--- src/rtl/uart_rx.sv ---
// 8N1 UART receiver with a 4-address CPU register window (data, status).
// Received bytes are held until an addr-0 read; irq follows the ready flag.
//
// state   | meaning
// IDLE    | line idle, waiting for a high-to-low edge on RXD
// START   | timing to the start-bit centre to reject glitches
// DATA    | sampling 8 data bits, LSB first, one per bit period
// STOP    | sampling the stop bit, then publishing the byte and flags
module uart_rx #(
    parameter int CLK_HZ = 50000000,
    parameter int BAUD   = 9600
) (
    input  logic       clk,
    input  logic       rst,
    input  logic       cs,
    input  logic       rw,
    input  logic [1:0] addr,
    input  logic       RXD,
    output logic [7:0] data_out,
    output logic       irq
);

    localparam int BIT_CYC  = CLK_HZ / BAUD;
    localparam int HALF_CYC = BIT_CYC / 2;
    localparam int CW       = (BIT_CYC > 2) ? $clog2(BIT_CYC) : 1;

    localparam logic [CW-1:0] HALF_END = CW'(HALF_CYC - 1);
    localparam logic [CW-1:0] BIT_END  = CW'(BIT_CYC - 1);

    localparam logic [1:0] S_IDLE  = 2'd0;
    localparam logic [1:0] S_START = 2'd1;
    localparam logic [1:0] S_DATA  = 2'd2;
    localparam logic [1:0] S_STOP  = 2'd3;

    logic          sync1_q, rx_s_q, rx_q;
    logic [1:0]    state_q, state_d;
    logic [CW-1:0] cnt_q, cnt_d;
    logic [2:0]    idx_q, idx_d;
    logic [7:0]    shreg_q, shreg_d;
    logic [7:0]    rx_data_q, rx_data_d;
    logic          rx_ready_q, rx_ready_d;
    logic          overrun_q, overrun_d;
    logic          ferr_q, ferr_d;
    logic [7:0]    data_out_q, data_out_d;
    logic          fall, rd_data, stop_done;

    assign fall    = rx_q & ~rx_s_q;
    assign rd_data = cs & rw & (addr == 2'd0);

    always_comb begin
        state_d   = state_q;
        cnt_d     = cnt_q;
        idx_d     = idx_q;
        shreg_d   = shreg_q;
        stop_done = 1'b0;
        case (state_q)
            S_IDLE: begin
                if (fall) begin
                    state_d = S_START;
                    cnt_d   = '0;
                end
            end
            S_START: begin
                if (cnt_q == HALF_END) begin
                    cnt_d   = '0;
                    idx_d   = 3'd0;
                    state_d = rx_s_q ? S_IDLE : S_DATA;
                end else begin
                    cnt_d = cnt_q + CW'(1);
                end
            end
            S_DATA: begin
                if (cnt_q == BIT_END) begin
                    shreg_d = {rx_s_q, shreg_q[7:1]};
                    cnt_d   = '0;
                    if (idx_q == 3'd7) state_d = S_STOP;
                    else               idx_d   = idx_q + 3'd1;
                end else begin
                    cnt_d = cnt_q + CW'(1);
                end
            end
            default: begin
                if (cnt_q == BIT_END) begin
                    stop_done = 1'b1;
                    cnt_d     = '0;
                    state_d   = S_IDLE;
                end else begin
                    cnt_d = cnt_q + CW'(1);
                end
            end
        endcase
    end

    // Read-clear is applied first so a frame finishing on the same edge survives it.
    always_comb begin
        rx_data_d  = rx_data_q;
        rx_ready_d = rx_ready_q;
        overrun_d  = overrun_q;
        ferr_d     = ferr_q;
        if (rd_data) begin
            rx_ready_d = 1'b0;
            overrun_d  = 1'b0;
            ferr_d     = 1'b0;
        end
        if (stop_done) begin
            rx_data_d  = shreg_q;
            rx_ready_d = 1'b1;
            if (!rx_s_q) ferr_d = 1'b1;
            if (rx_ready_q && !rd_data) overrun_d = 1'b1;
        end
    end

    always_comb begin
        data_out_d = data_out_q;
        if (cs && rw) begin
            case (addr)
                2'd0:    data_out_d = rx_data_q;
                2'd1:    data_out_d = {4'b0000, ferr_q, overrun_q, rx_ready_q, 1'b0};
                default: data_out_d = 8'h00;
            endcase
        end
    end

    always_ff @(posedge clk) begin
        if (rst) begin
            sync1_q    <= 1'b1;
            rx_s_q     <= 1'b1;
            rx_q       <= 1'b1;
            state_q    <= S_IDLE;
            cnt_q      <= '0;
            idx_q      <= 3'd0;
            shreg_q    <= 8'h00;
            rx_data_q  <= 8'h00;
            rx_ready_q <= 1'b0;
            overrun_q  <= 1'b0;
            ferr_q     <= 1'b0;
            data_out_q <= 8'h00;
        end else begin
            sync1_q    <= RXD;
            rx_s_q     <= sync1_q;
            rx_q       <= rx_s_q;
            state_q    <= state_d;
            cnt_q      <= cnt_d;
            idx_q      <= idx_d;
            shreg_q    <= shreg_d;
            rx_data_q  <= rx_data_d;
            rx_ready_q <= rx_ready_d;
            overrun_q  <= overrun_d;
            ferr_q     <= ferr_d;
            data_out_q <= data_out_d;
        end
    end

    assign data_out = data_out_q;
    assign irq      = rx_ready_q;

endmodule
--- config.mk ---
export PLATFORM = sky130hd
export DESIGN_NAME = uart_rx
export DESIGN_NICKNAME = d
export VERILOG_FILES = /design/src/rtl/uart_rx.sv
export SDC_FILE = /design/constraint.sdc
export NUM_CORES = 1
export LEC_CHECK = 0
export CORE_MARGIN = 2
export CORE_UTILIZATION = 48
export CTS_CLUSTER_DIAMETER = 60
export DETAILED_ROUTE_END_ITERATION = 10
export HOLD_SLACK_MARGIN = 0.1
export PLACE_DENSITY = 0.72
export SYNTH_ARGS = -nofsm -noshare
export SYNTH_HDL_FRONTEND = slang
export SYNTH_SLANG_ARGS = --single-unit
--- constraint.sdc ---
create_clock -name clk -period 1.9 [get_ports clk]
set_input_delay 0.19 -clock clk [delete_from_list [all_inputs] [get_ports clk]]
set_output_delay 0.19 -clock clk [all_outputs]
set_load 0.02 [all_outputs]
==> metrics.log, run 1 <==
[metrics] worst hold path startpoint: sync1_q$_SDFF_PP1_
[metrics] power share of the sequential group: 0.542
[metrics] effective utilization at floorplan: 0.492
[metrics] total negative slack for setup checks: 0 ns
[metrics] required time of the critical path: 2.09 ns
[metrics] primary flip-flop cell chosen by synthesis mapping: sky130_fd_sc_hd__dfxtp_1
[metrics] die area: 0.00494 mm²
[metrics] kind of start point of the critical path: register
[metrics] global-route wire length before repair: 7420 µm
[metrics] routed wire length: 4300 µm
[metrics] number of unique standard cell types used by synthesis: 44
[metrics] clock slew seen by the registers of the worst setup and hold paths: 0.08 ns
[metrics] total area of multi-input combinational cells: 0.00110 mm²
[metrics] number of input and output port buffers inserted: 15
[metrics] total net switching power: 402 µW
[metrics] status: complete, no violations
[metrics] endpoint kind of the worst setup timing path: register
[metrics] Initial DRT Pass Iterations: 4
[metrics] top area cells in the synthesized netlist: sky130_fd_sc_hd__dfxtp_1 46%, sky130_fd_sc_hd__mux2i_1 4.3%, sky130_fd_sc_hd__a21oi_1 3.3%, sky130_fd_sc_hd__nand4_1 3.3%, sky130_fd_sc_hd__a22oi_1 3.2%
[metrics] overall fraction of global-route tracks in use: 0.186
[metrics] number of instances on the worst hold path: 1
[metrics] switching share of power: 0.214
[metrics] maximum vdd drop: 0.000454 V
[metrics] Num Clock Sinks: 48
[metrics] ys async rst share: 0
[metrics] Yosys warning total: 0
[metrics] path class of the lowest-slack min-delay path: reg -> reg
[metrics] combined area of all synthesized cells: 0.00211 mm²
[metrics] highest fanout seen on the critical path: 13
[metrics] placement row count: 24
[metrics] static leakage power: 0.863 nW
[metrics] Worst slew margin: 0.745
[metrics] overflow left after global routing: 0
[metrics] area fraction of the dominant cell type after synthesis: 0.455
[metrics] Die H: 70.3 µm
[metrics] actual transition at the worst max-transition pin: 0.382 ns
[metrics] Int Power: 1.48 mW
[metrics] number of primary I/O pins: 16
[metrics] final-report setup violation count: 0
[metrics] RePlAce Congestion: 0.817
[metrics] fraction of layout instances using a drive strength above 1: 0.140
[metrics] die span in x: 70.3 µm
[metrics] most common cell in the netlist: sky130_fd_sc_hd__dfxtp_1
[metrics] largest net degree at the start of global routing: 49
[metrics] sequential-to-total area share from yosys stat: 0.455
[metrics] number of diodes: 0
[metrics] Yosys reg bits: 48
[metrics] post-synth net total: 232
[metrics] Skew-Pair Late Insertion Delay: 0.30 ns
[metrics] number of vias per cell: 5.82
[metrics] Worst Path Class, Setup: reg -> reg
[metrics] cell type with the highest aggregate area in the netlist: sky130_fd_sc_hd__dfxtp_1
[metrics] CTS Buf Count: 5
[metrics] Hold EP: rx_s_q$_SDFF_PP1_
[metrics] Post-synth top cells: 48 x sky130_fd_sc_hd__dfxtp_1, 18 x sky130_fd_sc_hd__nor2_1, 14 x sky130_fd_sc_hd__a21oi_1
[metrics] Cell Count, Final, Fillers Out: 294
[metrics] R2R setup slack: 0.11 ns
[metrics] antenna violations before repair: 0
[metrics] hold_ws: 0.415 ns
[metrics] Clock Tree Buf Depth: 2
[metrics] total chip power: 1.88 mW
[metrics] fraction of the cycle the final worst path needs: 0.943
[metrics] clock tree from TritonCTS: built
[metrics] Area growth, synth to finish: 18.9%
[metrics] clk root buf: sky130_fd_sc_hd__clkbuf_8
[metrics] half-perimeter wire length after placement: 2900 µm
[metrics] number of cells on the worst reg-to-reg path: 7
[metrics] number of global-route vias before repair: 1546
[metrics] final-report max-slew violation count: 0
[metrics] cells after synthesis: 222
[metrics] Final Skew: 0.00881 ns
[metrics] relative contribution of combinational cells to total power: 0.045
[metrics] DRC errors left: 0
[metrics] EDFF count, synth: 0
[metrics] Avg Inst Size Synth: 9.51 µm²
[metrics] Final Hold Fails: 0
[metrics] Final Net Count: 251
[metrics] count of antenna-violating nets left after detailed routing: 0
[metrics] pwr dens: 750 mW/mm²
[metrics] worst reg2reg endpoint: cnt_q[8]$_SDFFE_PP0P_
[metrics] count of filler cells inserted in the layout: 395
[metrics] beginning of the worst register-to-register path: cnt_q[1]$_SDFFE_PP0P_
[metrics] sequential standard cell area: 963 µm²
[metrics] routed wirelength normalized by instance count: 14.6 µm
[metrics] Initial DRC Count: 118
[metrics] DR vias: 1711
[metrics] H-tree level count: 2
[metrics] placeable core region: 0.00429 mm²
[metrics] CP arrival: 1.98 ns
[metrics] number of max-cap violations: 0
[metrics] Max Clk Rate: 558 MHz
[metrics] post-route minimum period: 1.79 ns
[metrics] power share of the clock group: 0.413
[metrics] placed instance count: 284
-- worst max path at each step --
stage                            end                  start  slack [ns]
3_3_place_gp   cnt_q[1]$_SDFFE_PP0P_  cnt_q[0]$_SDFFE_PP0P_        0.17
3_5_place_dp   cnt_q[2]$_SDFFE_PP0P_  cnt_q[1]$_SDFFE_PP0P_        0.11
4_1_cts        cnt_q[2]$_SDFFE_PP0P_  cnt_q[1]$_SDFFE_PP0P_        0.09
5_1_grt        cnt_q[2]$_SDFFE_PP0P_  cnt_q[1]$_SDFFE_PP0P_      -0.001
6_report       cnt_q[8]$_SDFFE_PP0P_  cnt_q[1]$_SDFFE_PP0P_        0.11
2_1_floorplan  cnt_q[0]$_SDFFE_PP0P_  cnt_q[1]$_SDFFE_PP0P_        0.03
-- through the flow --
| step | area [µm²] | util | worst slack (ns) |
|---|---|---|---|
| after floorplan | 2130 | - | 0.0284 |
| after global placement | 2370 | 0.552 | 0.174 |
| after detailed placement | 2370 | 0.552 | 0.106 |
| after CTS | 2490 | 0.581 | 0.0899 |
| after global routing | 2510 | 0.584 | -0.00112 |
| final | 2510 | 0.584 | 0.108 |
-- flip-flops by register name, summed over array words and instances, names as in the netlist, 2 cells and up --
register and cells:
cnt_q 13, data_out 8, idx_q 3, rx_data_q 8, shreg_q 8, state_q 2
-- critical path: stages, from the launching register on --
cell and delay, ns:
sky130_fd_sc_hd__dfxtp_2 0.39, sky130_fd_sc_hd__ha_4 0.17, sky130_fd_sc_hd__nor3b_4 0.21, sky130_fd_sc_hd__buf_4 0.16
sky130_fd_sc_hd__nand4_4 0.09, sky130_fd_sc_hd__a222oi_1 0.33, sky130_fd_sc_hd__buf_4 0.25, sky130_fd_sc_hd__nor3_1 0.07
-- logic make-up after synthesis --
| group | after synthesis | synth area share |
|---|---|---|
| compound gates | 55 | 0.174 |
| mux | 12 | 0.0587 |
| buf+inv | 15 | 0.0308 |
| simple gates | 82 | 0.234 |
| xor+xnor | 7 | 0.0290 |
| fa+ha+maj | 3 | 0.0178 |
| flops | 48 | 0.455 |
-- what timing repair did --
action,CTS,global route
hold buffers,0,0
endpoints found under the setup margin,0,13
resized for setup,0,0
buffers inserted,0,2
-- cell type report --
class	instances	share of cell area
clock buffers	6	0.0329
clock inverters	2	0.0155
inverters	1	0.00150
multi-input cells	159	0.437
flip-flops and latches	48	0.384
well taps	52	0.0259
repair buffers	26	0.103
-- per-layer routing --
metal,track usage,part of all wire,up-vias
met5,0,0,-
met4,0.0705,0.012,0
met3,0.0462,0.035,5
met2,0.276,0.45,24
met1,0.261,0.51,807
li1,-,-,875
-- cells in the final DEF (no fill, tap or decap), types with 3 or more instances in the layout --
cell type	synthesis	routed
sky130_fd_sc_hd__nor3_1	10	10
sky130_fd_sc_hd__xor2_1	6	6
sky130_fd_sc_hd__a21oi_1	14	14
sky130_fd_sc_hd__or3_1	6	6
sky130_fd_sc_hd__or2_2	4	4
sky130_fd_sc_hd__nand4_1	11	11
sky130_fd_sc_hd__a22oi_1	9	9
sky130_fd_sc_hd__a211oi_1	5	5
sky130_fd_sc_hd__o21ai_0	12	12
sky130_fd_sc_hd__nor2_1	18	18
sky130_fd_sc_hd__nand2_1	9	9
sky130_fd_sc_hd__dfxtp_1	48	46
sky130_fd_sc_hd__clkdlybuf4s50_1	0	15
sky130_fd_sc_hd__clkbuf_8	0	6
sky130_fd_sc_hd__mux2i_1	9	9
sky130_fd_sc_hd__nor2b_1	4	4
sky130_fd_sc_hd__mux2_2	3	3
sky130_fd_sc_hd__o2111ai_1	4	4
sky130_fd_sc_hd__o211ai_1	4	4
sky130_fd_sc_hd__buf_4	1	9
-- power groups by stage --
stage / clock network [mW] / registers (mW) / logic (mW)
finish: 0.776 / 1.02 / 0.0851
global route: 0.836 / 1.02 / 0.0942
CTS: 0.795 / 1.02 / 0.0850
detailed placement: 0 / 1.04 / 0.0846
global placement: 0 / 1.04 / 0.0836
floorplan: 0 / 1.04 / 0.0519
Note: power is estimated with default switching activity, not from simulation.
==> run 2: changes to the inputs <==
Settings changed: PLACE_DENSITY 0.72 to 0.7, SLEW_MARGIN set to 20.
Clock period 1.9 ns to 1.8 ns, I/O delays scaled along.
==> run 2 against run 1 <==
  * Setup slack worse by 0.047 ns
  * Non-clock buffer count up 2
  * Largest power group unchanged
  * Combinational power up 10%
  * Critical endpoint is now cnt_q[12]$_SDFFE_PP0P_
  * Largest cell class unchanged
  * Worst hold slack better by 0.0047 ns
  * Flip-flop and latch count unchanged
==> metrics.log, run 2 (synthesis gave the netlist of run 1 again) <==
[metrics] overflow left after global routing: 0
[metrics] number of instances on the worst hold path: 1
[metrics] overall fraction of global-route tracks in use: 0.183
[metrics] actual transition at the worst max-transition pin: 0.374 ns
[metrics] pwr dens: 755 mW/mm²
[metrics] most used cells in the layout excluding fill and tap cells: 46 x sky130_fd_sc_hd__dfxtp_1, 18 x sky130_fd_sc_hd__nor2_1, 15 x sky130_fd_sc_hd__clkdlybuf4s50_1
[metrics] Area growth, synth to finish: 19.4%
[metrics] Worst Path Class, Setup: reg -> reg
[metrics] final-report setup violation count: 0
[metrics] Die H: 70.3 µm
[metrics] Max Clk Rate: 575 MHz
[metrics] routed wire length: 4250 µm
[metrics] effective utilization at floorplan: 0.492
[metrics] hold_ws: 0.420 ns
[metrics] routed wirelength normalized by instance count: 14.3 µm
[metrics] placeable core region: 0.00429 mm²
[metrics] DR vias: 1675
[metrics] Num Clock Sinks: 48
[metrics] Skew-Pair Late Insertion Delay: 0.30 ns
[metrics] Worst slew margin: 0.750
[metrics] Clock Tree Buf Depth: 2
[metrics] slowest stage delay, CP: 0.38 ns
[metrics] largest register by flop count: cnt_q
[metrics] Cell Count, Final, Fillers Out: 296
[metrics] R2R setup slack: 0.06 ns
[metrics] worst reg2reg endpoint: cnt_q[12]$_SDFFE_PP0P_
[metrics] number of primary I/O pins: 16
[metrics] Initial DRT Pass Iterations: 4
[metrics] highest fanout seen on the critical path: 13
[metrics] met2 GRT Util: 0.286
[metrics] count of antenna-violating nets left after detailed routing: 0
[metrics] Post-CTS Setup Inserts: 0
[metrics] static leakage power: 0.860 nW
[metrics] number of global-route vias before repair: 1599
[metrics] kind of start point of the critical path: register
[metrics] most common cell after layout, fill and taps aside: sky130_fd_sc_hd__dfxtp_1
[metrics] final-report max-slew violation count: 0
[metrics] met3 track demand over resource in global routing: 0.0303
[metrics] maximum vdd drop: 0.000471 V
[metrics] placed instance count: 288
[metrics] Initial DRC Count: 105
[metrics] CTS Buf Count: 5
[metrics] DRC errors left: 0
[metrics] antenna violations before repair: 0
[metrics] number of cells on the worst reg-to-reg path: 6
[metrics] required time of the critical path: 1.98 ns
[metrics] worst hold path startpoint: sync1_q$_SDFF_PP1_
[metrics] post-route minimum period: 1.74 ns
[metrics] beginning of the worst register-to-register path: cnt_q[1]$_SDFFE_PP0P_
[metrics] global-route wire length before repair: 7400 µm
[metrics] Final Skew: 0.0101 ns
[metrics] CP arrival: 1.92 ns
[metrics] Critical Path Slowest Stage Cell: sky130_fd_sc_hd__dfxtp_4
[metrics] die span in x: 70.3 µm
[metrics] RePlAce Congestion: 0.807
[metrics] crit path to: cnt_q[12]$_SDFFE_PP0P_
[metrics] critical path launch point: cnt_q[1]$_SDFFE_PP0P_
[metrics] fraction of the cycle the final worst path needs: 0.966
[metrics] number of flip-flops under the largest register name: 13
[metrics] Final Net Count: 253
[metrics] number of diodes: 0
[metrics] endpoint kind of the worst setup timing path: register
[metrics] number of max-cap violations: 0
[metrics] largest net degree at the start of global routing: 49
[metrics] fraction of layout instances using a drive strength above 1: 0.152
[metrics] status: complete, no violations
[metrics] half-perimeter wire length after placement: 2880 µm
[metrics] met1 Resource Use GR: 0.254
[metrics] quantity of hold-fixing buffers added after cts: 0
[metrics] H-tree level count: 2
[metrics] clk root buf: sky130_fd_sc_hd__clkbuf_8
[metrics] highest-utilization routing layer at the global route stage: met2
[metrics] number of vias per cell: 5.66
[metrics] clock tree from TritonCTS: built
[metrics] Final Hold Fails: 0
[metrics] cell chain of the critical path: ha_4 > nor3b_4 > nand4_4 > a222oi_1 > buf_4 > a211oi_1
[metrics] number of input and output port buffers inserted: 15
[metrics] placement row count: 24
[metrics] path class of the lowest-slack min-delay path: reg -> reg
[metrics] clock slew seen by the registers of the worst setup and hold paths: 0.09 ns
[metrics] unrepaired setup endpoints after global routing: true
[metrics] die area: 0.00494 mm²
==> run 2: cell types whose count changed in the layout (fill, tap and decap cells not counted), sizes merged <==
cell and change:
buf +2, bufinv -1, clkinv +1
==> run 2: worst max-delay path, delay by kind of cell, from the launching register on <==
family	cells	cell delay (ns)
AO/OA/AOI/OAI	2	0.40
adder cells (fa/ha/maj)	1	0.16
buffers and inverters	1	0.25
flip-flops	1	0.38
AND/OR/NAND/NOR	2	0.43
==> run 2: final cells by class <==
cell class | count | area [µm²]
fill | 388 | 1770
multi-input combinational | 159 | 1100
sequential | 48 | 968
timing repair buffer | 28 | 273
clock buffer | 6 | 93.8
tap | 52 | 65.1
clock inverter | 2 | 17.5
inverter | 1 | 3.75
==> run 2: metrics by stage <==
stage	power [mW]	worst slack (ns)	setup TNS [ns]	util	instance area [µm²]
floorplan	1.15	-0.0540	-0.514	-	2130
global placement	1.19	0.0997	0	0.561	2410
detailed placement	1.19	0.0645	0	0.561	2410
CTS	1.92	0.0458	0	0.587	2520
global route	1.97	-0.116	-1.24	0.587	2520
finish	1.90	0.0610	0	0.587	2520
==> run 2: repair_timing <==
item                                    4_1_cts  5_1_grt
resized for setup                             0        1
endpoints found under the setup margin        0       22
endpoints found under the hold margin         0        0
==> run 2: worst min-delay path by stage <==
stage | slack [ns] | to
final | 0.42 | rx_s_q$_SDFF_PP1_
after global routing | 0.45 | rx_s_q$_SDFF_PP1_
after detailed placement | 0.40 | rx_s_q$_SDFF_PP1_
after floorplan | 0.28 | sync1_q$_SDFF_PP1_
after CTS | 0.42 | rx_s_q$_SDFF_PP1_
after global placement | 0.39 | rx_s_q$_SDFF_PP1_
==> run 2: routing by layer <==
metal	vias up	routed length [µm]
li1	873	-
met4	0	40
met5	-	0
met1	771	2120
met3	4	123
met2	27	1960
==> run 2: report_power, final <==
| part | switching, mW | internal (mW) |
|---|---|---|
| clock network | 0.372 | 0.363 |
| registers | 0.00707 | 1.07 |
| logic | 0.0531 | 0.0406 |
| total | 0.432 | 1.47 |
